## src/rtl/multicycle_controller.sv

```systemverilog
// Multi-cycle RV32I control FSM: decodes the held IR and sequences FETCH/DECODE/EXECUTE/MEM/WB.
// Optional feature macro CTRL_ILLEGAL_TRAP_EN: unknown opcodes trap into a sticky HALT state.
module multicycle_controller (
  input  logic        clk,
  input  logic        rst,
  input  logic [31:0] instruction,
  input  logic        br_taken,
  input  logic        mem_ready,
  output logic [3:0]  alu_op,
  output logic        sel_a,
  output logic        sel_b,
  output logic [2:0]  imm_sel,
  output logic        ir_en,
  output logic        pc_en,
  output logic        pc_sel,
  output logic        reg_wr,
  output logic [1:0]  wb_sel,
  output logic        mem_req,
  output logic        mem_we,
  output logic        illegal_instr,
  output logic [2:0]  state_o
);

  typedef enum logic [2:0] {
    S_FETCH   = 3'b000,
    S_DECODE  = 3'b001,
    S_EXECUTE = 3'b010,
    S_MEM     = 3'b011,
    S_WB      = 3'b100,
    S_HALT    = 3'b101
  } state_t;

  localparam logic [6:0] OP_R      = 7'b0110011;
  localparam logic [6:0] OP_IMM    = 7'b0010011;
  localparam logic [6:0] OP_LUI    = 7'b0110111;
  localparam logic [6:0] OP_AUIPC  = 7'b0010111;
  localparam logic [6:0] OP_LOAD   = 7'b0000011;
  localparam logic [6:0] OP_STORE  = 7'b0100011;
  localparam logic [6:0] OP_BRANCH = 7'b1100011;
  localparam logic [6:0] OP_JAL    = 7'b1101111;
  localparam logic [6:0] OP_JALR   = 7'b1100111;

  localparam logic [3:0] ALU_ADD  = 4'b0000;
  localparam logic [3:0] ALU_SUB  = 4'b0001;
  localparam logic [3:0] ALU_SLL  = 4'b0010;
  localparam logic [3:0] ALU_SRL  = 4'b0011;
  localparam logic [3:0] ALU_SRA  = 4'b0100;
  localparam logic [3:0] ALU_SLT  = 4'b0101;
  localparam logic [3:0] ALU_SLTU = 4'b0110;
  localparam logic [3:0] ALU_XOR  = 4'b0111;
  localparam logic [3:0] ALU_OR   = 4'b1000;
  localparam logic [3:0] ALU_AND  = 4'b1001;
  localparam logic [3:0] ALU_PASS = 4'b1010;

  localparam logic [2:0] IMM_I = 3'b000;
  localparam logic [2:0] IMM_S = 3'b001;
  localparam logic [2:0] IMM_B = 3'b010;
  localparam logic [2:0] IMM_U = 3'b011;
  localparam logic [2:0] IMM_J = 3'b100;

  state_t      state;
  state_t      state_next;
  logic [6:0]  opcode;
  logic [2:0]  funct3;
  logic        alt;
  logic        is_load;
  logic        is_store;
  logic        is_jump;
  logic        unused_fields;

  assign opcode   = instruction[6:0];
  assign funct3   = instruction[14:12];
  assign alt      = instruction[30];
  assign is_load  = (opcode == OP_LOAD);
  assign is_store = (opcode == OP_STORE);
  assign is_jump  = (opcode == OP_JAL) || (opcode == OP_JALR);
  assign unused_fields = ^{instruction[31], instruction[29:15], instruction[11:7]};
  assign state_o  = state;

  // alt selects sub/sra; callers pre-qualify it for I-type so addi never becomes sub
  function automatic logic [3:0] alu_from_funct3(input logic [2:0] f3, input logic alt_sel);
    logic [3:0] op;
    case (f3)
      3'b000:  op = alt_sel ? ALU_SUB : ALU_ADD;
      3'b001:  op = ALU_SLL;
      3'b010:  op = ALU_SLT;
      3'b011:  op = ALU_SLTU;
      3'b100:  op = ALU_XOR;
      3'b101:  op = alt_sel ? ALU_SRA : ALU_SRL;
      3'b110:  op = ALU_OR;
      3'b111:  op = ALU_AND;
      default: op = ALU_ADD;
    endcase
    return op;
  endfunction

`ifdef CTRL_ILLEGAL_TRAP_EN
  logic known;
  assign known = (opcode == OP_R)     || (opcode == OP_IMM)    || (opcode == OP_LUI)  ||
                 (opcode == OP_AUIPC) || (opcode == OP_LOAD)   || (opcode == OP_STORE) ||
                 (opcode == OP_BRANCH)|| (opcode == OP_JAL)    || (opcode == OP_JALR);
`endif

  // State register
  always_ff @(posedge clk or posedge rst) begin
    if (rst) begin
      state <= S_FETCH;
    end else begin
      state <= state_next;
    end
  end

  // Next-state and control decode; rst forces every output low combinationally
  always_comb begin
    state_next    = state;
    alu_op        = ALU_ADD;
    sel_a         = 1'b0;
    sel_b         = 1'b0;
    imm_sel       = IMM_I;
    ir_en         = 1'b0;
    pc_en         = 1'b0;
    pc_sel        = 1'b0;
    reg_wr        = 1'b0;
    wb_sel        = 2'b00;
    mem_req       = 1'b0;
    mem_we        = 1'b0;
    illegal_instr = 1'b0;
    if (rst) begin
      state_next = S_FETCH;
    end else begin
      case (state)
        S_FETCH: begin
          ir_en      = 1'b1;
          state_next = S_DECODE;
        end
        S_DECODE: begin
`ifdef CTRL_ILLEGAL_TRAP_EN
          state_next = known ? S_EXECUTE : S_HALT;
`else
          state_next = S_EXECUTE;
`endif
        end
        S_EXECUTE: begin
          state_next = S_WB;
          case (opcode)
            OP_R: begin
              alu_op = alu_from_funct3(funct3, alt);
            end
            OP_IMM: begin
              sel_b  = 1'b1;
              alu_op = alu_from_funct3(funct3, alt && (funct3 == 3'b101));
            end
            OP_LUI: begin
              alu_op  = ALU_PASS;
              sel_b   = 1'b1;
              imm_sel = IMM_U;
            end
            OP_AUIPC: begin
              sel_a   = 1'b1;
              sel_b   = 1'b1;
              imm_sel = IMM_U;
            end
            OP_LOAD: begin
              sel_b      = 1'b1;
              state_next = S_MEM;
            end
            OP_STORE: begin
              sel_b      = 1'b1;
              imm_sel    = IMM_S;
              state_next = S_MEM;
            end
            OP_BRANCH: begin
              sel_a      = 1'b1;
              sel_b      = 1'b1;
              imm_sel    = IMM_B;
              pc_en      = 1'b1;
              pc_sel     = br_taken;
              state_next = S_FETCH;
            end
            OP_JAL: begin
              sel_a   = 1'b1;
              sel_b   = 1'b1;
              imm_sel = IMM_J;
            end
            OP_JALR: begin
              sel_b = 1'b1;
            end
            default: begin
              // Unknown opcode retires as a NOP (only reachable without the trap)
              pc_en      = 1'b1;
              state_next = S_FETCH;
            end
          endcase
        end
        S_MEM: begin
          mem_req = 1'b1;
          mem_we  = is_store;
          if (mem_ready) begin
            pc_en      = is_store;
            state_next = is_store ? S_FETCH : S_WB;
          end else begin
            state_next = S_MEM;
          end
        end
        S_WB: begin
          reg_wr     = 1'b1;
          pc_en      = 1'b1;
          pc_sel     = is_jump;
          wb_sel     = is_load ? 2'b01 : (is_jump ? 2'b10 : 2'b00);
          state_next = S_FETCH;
        end
        S_HALT: begin
`ifdef CTRL_ILLEGAL_TRAP_EN
          illegal_instr = 1'b1;
          state_next    = S_HALT;
`else
          state_next    = S_FETCH;
`endif
        end
        default: begin
          state_next = S_FETCH;
        end
      endcase
    end
  end

endmodule

```

## config.mk

```make
export PLATFORM = sky130hd
export DESIGN_NAME = multicycle_controller
export DESIGN_NICKNAME = d
export VERILOG_FILES = /design/src/rtl/multicycle_controller.sv
export SDC_FILE = /design/constraint.sdc
export NUM_CORES = 1
export LEC_CHECK = 0
export CAP_MARGIN = 20
export CORE_AREA = 3 3 40 42
export DETAILED_ROUTE_END_ITERATION = 10
export DIE_AREA = 0 0 43 45
export DONT_BUFFER_PORTS = 1
export GPL_TIMING_DRIVEN = 0
export MAX_ROUTING_LAYER = met4
export PLACE_DENSITY = 0.58
export SLEW_MARGIN = 20
export SYNTH_ARGS = -nofsm -noshare
export SYNTH_HDL_FRONTEND = slang
export SYNTH_SLANG_ARGS = --single-unit
```

## constraint.sdc

```tcl
create_clock -name clk -period 3.6 [get_ports clk]
set_input_delay 0.36 -clock clk [delete_from_list [all_inputs] [get_ports clk]]
set_output_delay 0.36 -clock clk [all_outputs]
set_load 0.05 [all_outputs]
```

==> impl_metrics.toml <==
[setup_path]
max_stage_delay_ps = 850
crit_required_ps = 3240
cp.arrival_ps = 2900
start_kind = "flip-flop"
rr_worst_depth = 3
r2r_setup_slack_ps = 1900
timing.rr.start = "state_o[0]$_DFF_PP0_"
end_kind = "output pin"
slowest_stage = "nor4b_4"
crit_chain = "nor4b_4 > and2_1 > a31o_1"
worstSetupPathType = "flip-flop to output pin"
r2r-end = "state_o[2]$_DFF_PP0_"
worst-path-max-fanout = 4

[sta]
report.final.slew_viol_count = 0
max_freq_mhz = 307.1
setup_viol = 0
worst_pin_slew_ps = 975.3
hold_violations = 0
fin_crit_ps = 3257
fin_worst_skew_ps = 3.139
maxSlewHeadroom_pct = 34.85
setup_ws_ps = 343.4
setup_tns_ps = 0
period_share_pct = 90.46
rsz0062_at_grt = "no"

[synth]
yosys-top-cells-area = "dfrtp_1, a2111oi_4, nand2_1"
seq_area_frac_synth_pct = 12.45
synth-edff-count = 0
ys_warn_count = 0
postSynthCellCount = 75
synth_top_area_share_pct = 12.45
async_flop_share_pct = 100.0
yosysTopAreaCell = "dfrtp_1"
synth_cell_types = 40
synth_seq_cells = 3
netlist_area_sq_um = 603.1
synth_area_per_cell_sq_um = 8.041
synth_ff_type = "dfrtp_1"
synth.net_count = 111

[die]
start_util_pct = 46.93
rows = 13
die_area_sq_um = 1935
ioPinCount = 57
chipHeight_um = 45
core_sq_um = 1285
fp.dieW_um = 43

[routing]
vias = 595
viasPerCell = 6.263
dr.first_iter.drc_count = 11
drc_errors = 0
wl_mm = 1.466
final_antenna_net_count = 0
first_pass_iters = 4
routedWlPerCell_um = 15.43

[worst_hold_path]
hold_path_class = "input pin to flip-flop"
hold_end = "state_o[1]$_DFF_PP0_"
hp-start = "mem_ready"
hold_path_depth = 1

[global_route]
grt_usage_pct = 16.78
overflow = 0
grt_pass1_vias = 575
grt_max_degree = 11
grt_first_pass_wirelength_mm = 2.421
antenna_found_initial = 0

[place]
dpl_worst_slack_ps = 582.3
gp_congestion = 0.7071
port-buffer-count = 0
dp_hpwl_mm = 1.217

[cells_and_area]
layout-drive-gt1-share_pct = 28.75
multi_input_area_sq_um = 521.8
area_delta_synth_final_pct = 13.07
fillCellCount = 132
nets = 117
largest_reg_flops = 3
layout.area.seq_sq_um = 75.07
antenna_cells = 0

[clocking]
cts_buffer_depth = 2
cts.clk_slew.worst_paths_ps = 40
cts_buffers = 3
clock-root-buffer = "clkbuf_4"
htree_levels = 1
cts.sinks = 3
post-cts-setup-buffers = 0
clk_latency_ps = 230
cts_tree = "yes"

[pwr]
cellPowerDensity_nw_per_um2 = 232.9
p_leak_nw = 0.2511
vdd_drop_max_uv = 83.39

[outcome]
outcome = "finished, final reports clean"

[run]
cap_violations = 0
-- per-layer routing --
layer  up-vias  share of wire (%)  GRT usage [%]
met4         0                  0          9.036
met5         -                  0              -
met3         0                8.0          2.390
met1       287                 42          20.68
met2        23                 50          26.65
li1        285                  -              -
-- cell usage after synthesis, types with 2 or more instances --
library cell  instances
inv_1                 4
a21oi_1               5
a31oi_1               2
nand2b_1              2
buf_4                 2
nor3_1                5
nand2_1               7
dfrtp_1               3
a211oi_1              2
and2_1                2
nand2_4               2
nor2_1                7
o21ai_0               4
and3_1                2
-- logic make-up (layout without fill, tap and decap cells) --
| logic type | Yosys count | count (layout) | share of synthesized area (%) |
|---|---|---|---|
| buffers and inverters | 6 | 11 | 4.978 |
| AO/OA/AOI/OAI | 23 | 23 | 29.67 |
| multiplexers | 1 | 1 | 1.660 |
| other | 1 | 1 | 0.6218 |
| AND/OR/NAND/NOR | 41 | 41 | 50.63 |
| flip-flops | 3 | 3 | 12.45 |
-- where the power goes --
group / total, mW / switching (mW) / internal (mW)
Combinational: 0.0484 / 0.0296 / 0.0188
Clock: 0.0597 / 0.0181 / 0.0416
Sequential: 0.0507 / 0.0148 / 0.0359
Total: 0.159 / 0.0625 / 0.0963
-- area by class of cell --
type	count	share of cell area (%)
multi-input combinational	66	76.51
clock buffer	4	3.853
timing repair buffer	1	1.468
buffer	2	2.202
sequential	3	11.01
tap	15	2.752
inverter	4	2.202
-- worst max-delay path by stage --
stage | start | end | slack (ps) | cells after the start
2_1_floorplan | state_o[2]$_DFF_PP0_ | pc_sel | 350 | 3
3_3_place_gp | state_o[2]$_DFF_PP0_ | pc_sel | 170 | 3
3_5_place_dp | state_o[2]$_DFF_PP0_ | pc_sel | 580 | 3
4_1_cts | state_o[2]$_DFF_PP0_ | pc_sel | 320 | 3
5_1_grt | state_o[2]$_DFF_PP0_ | pc_sel | 260 | 3
6_report | state_o[2]$_DFF_PP0_ | pc_sel | 340 | 3
-- placed cells by master, fill, tap and decap left out, types with 3 or more instances in the layout --
cell | synthesis | layout
o21ai_0 | 4 | 4
nand2_1 | 7 | 7
nor2_1 | 7 | 7
dfrtp_1 | 3 | 3
a21oi_1 | 5 | 5
nor3_2 | 0 | 3
inv_1 | 4 | 4
clkbuf_4 | 0 | 3
-- per-stage QoR --
| stage | hold slack (ps) | total power, mW | utilization, % | instances | instance area [sq um] |
|---|---|---|---|---|---|
| detailed placement | 128.9 | 0.09933 | 50.24 | 90 | 645.6 |
| global placement | 121.0 | 0.09599 | 48.39 | 90 | 621.8 |
| finish | 254.6 | 0.1588 | 53.07 | 95 | 681.9 |
| CTS | 250.8 | 0.1622 | 53.07 | 95 | 681.9 |
| global route | 261.7 | 0.1691 | 53.07 | 95 | 681.9 |
| floorplan | 113.6 | 0.09090 | - | 75 | 603.1 |
-- critical path: cells and delay by family, from the launching register on --
kind,cells,cell delay [ps]
compound gates,1,480
simple gates,2,1430
flops,1,740
-- what timing repair did --
| action | CTS | global route |
|---|---|---|
| hold endpoints to repair | 3 | 0 |
| hold buffers | 1 | 0 |
| resized for setup | 0 | 0 |
(Power assumes the default switching activity.)
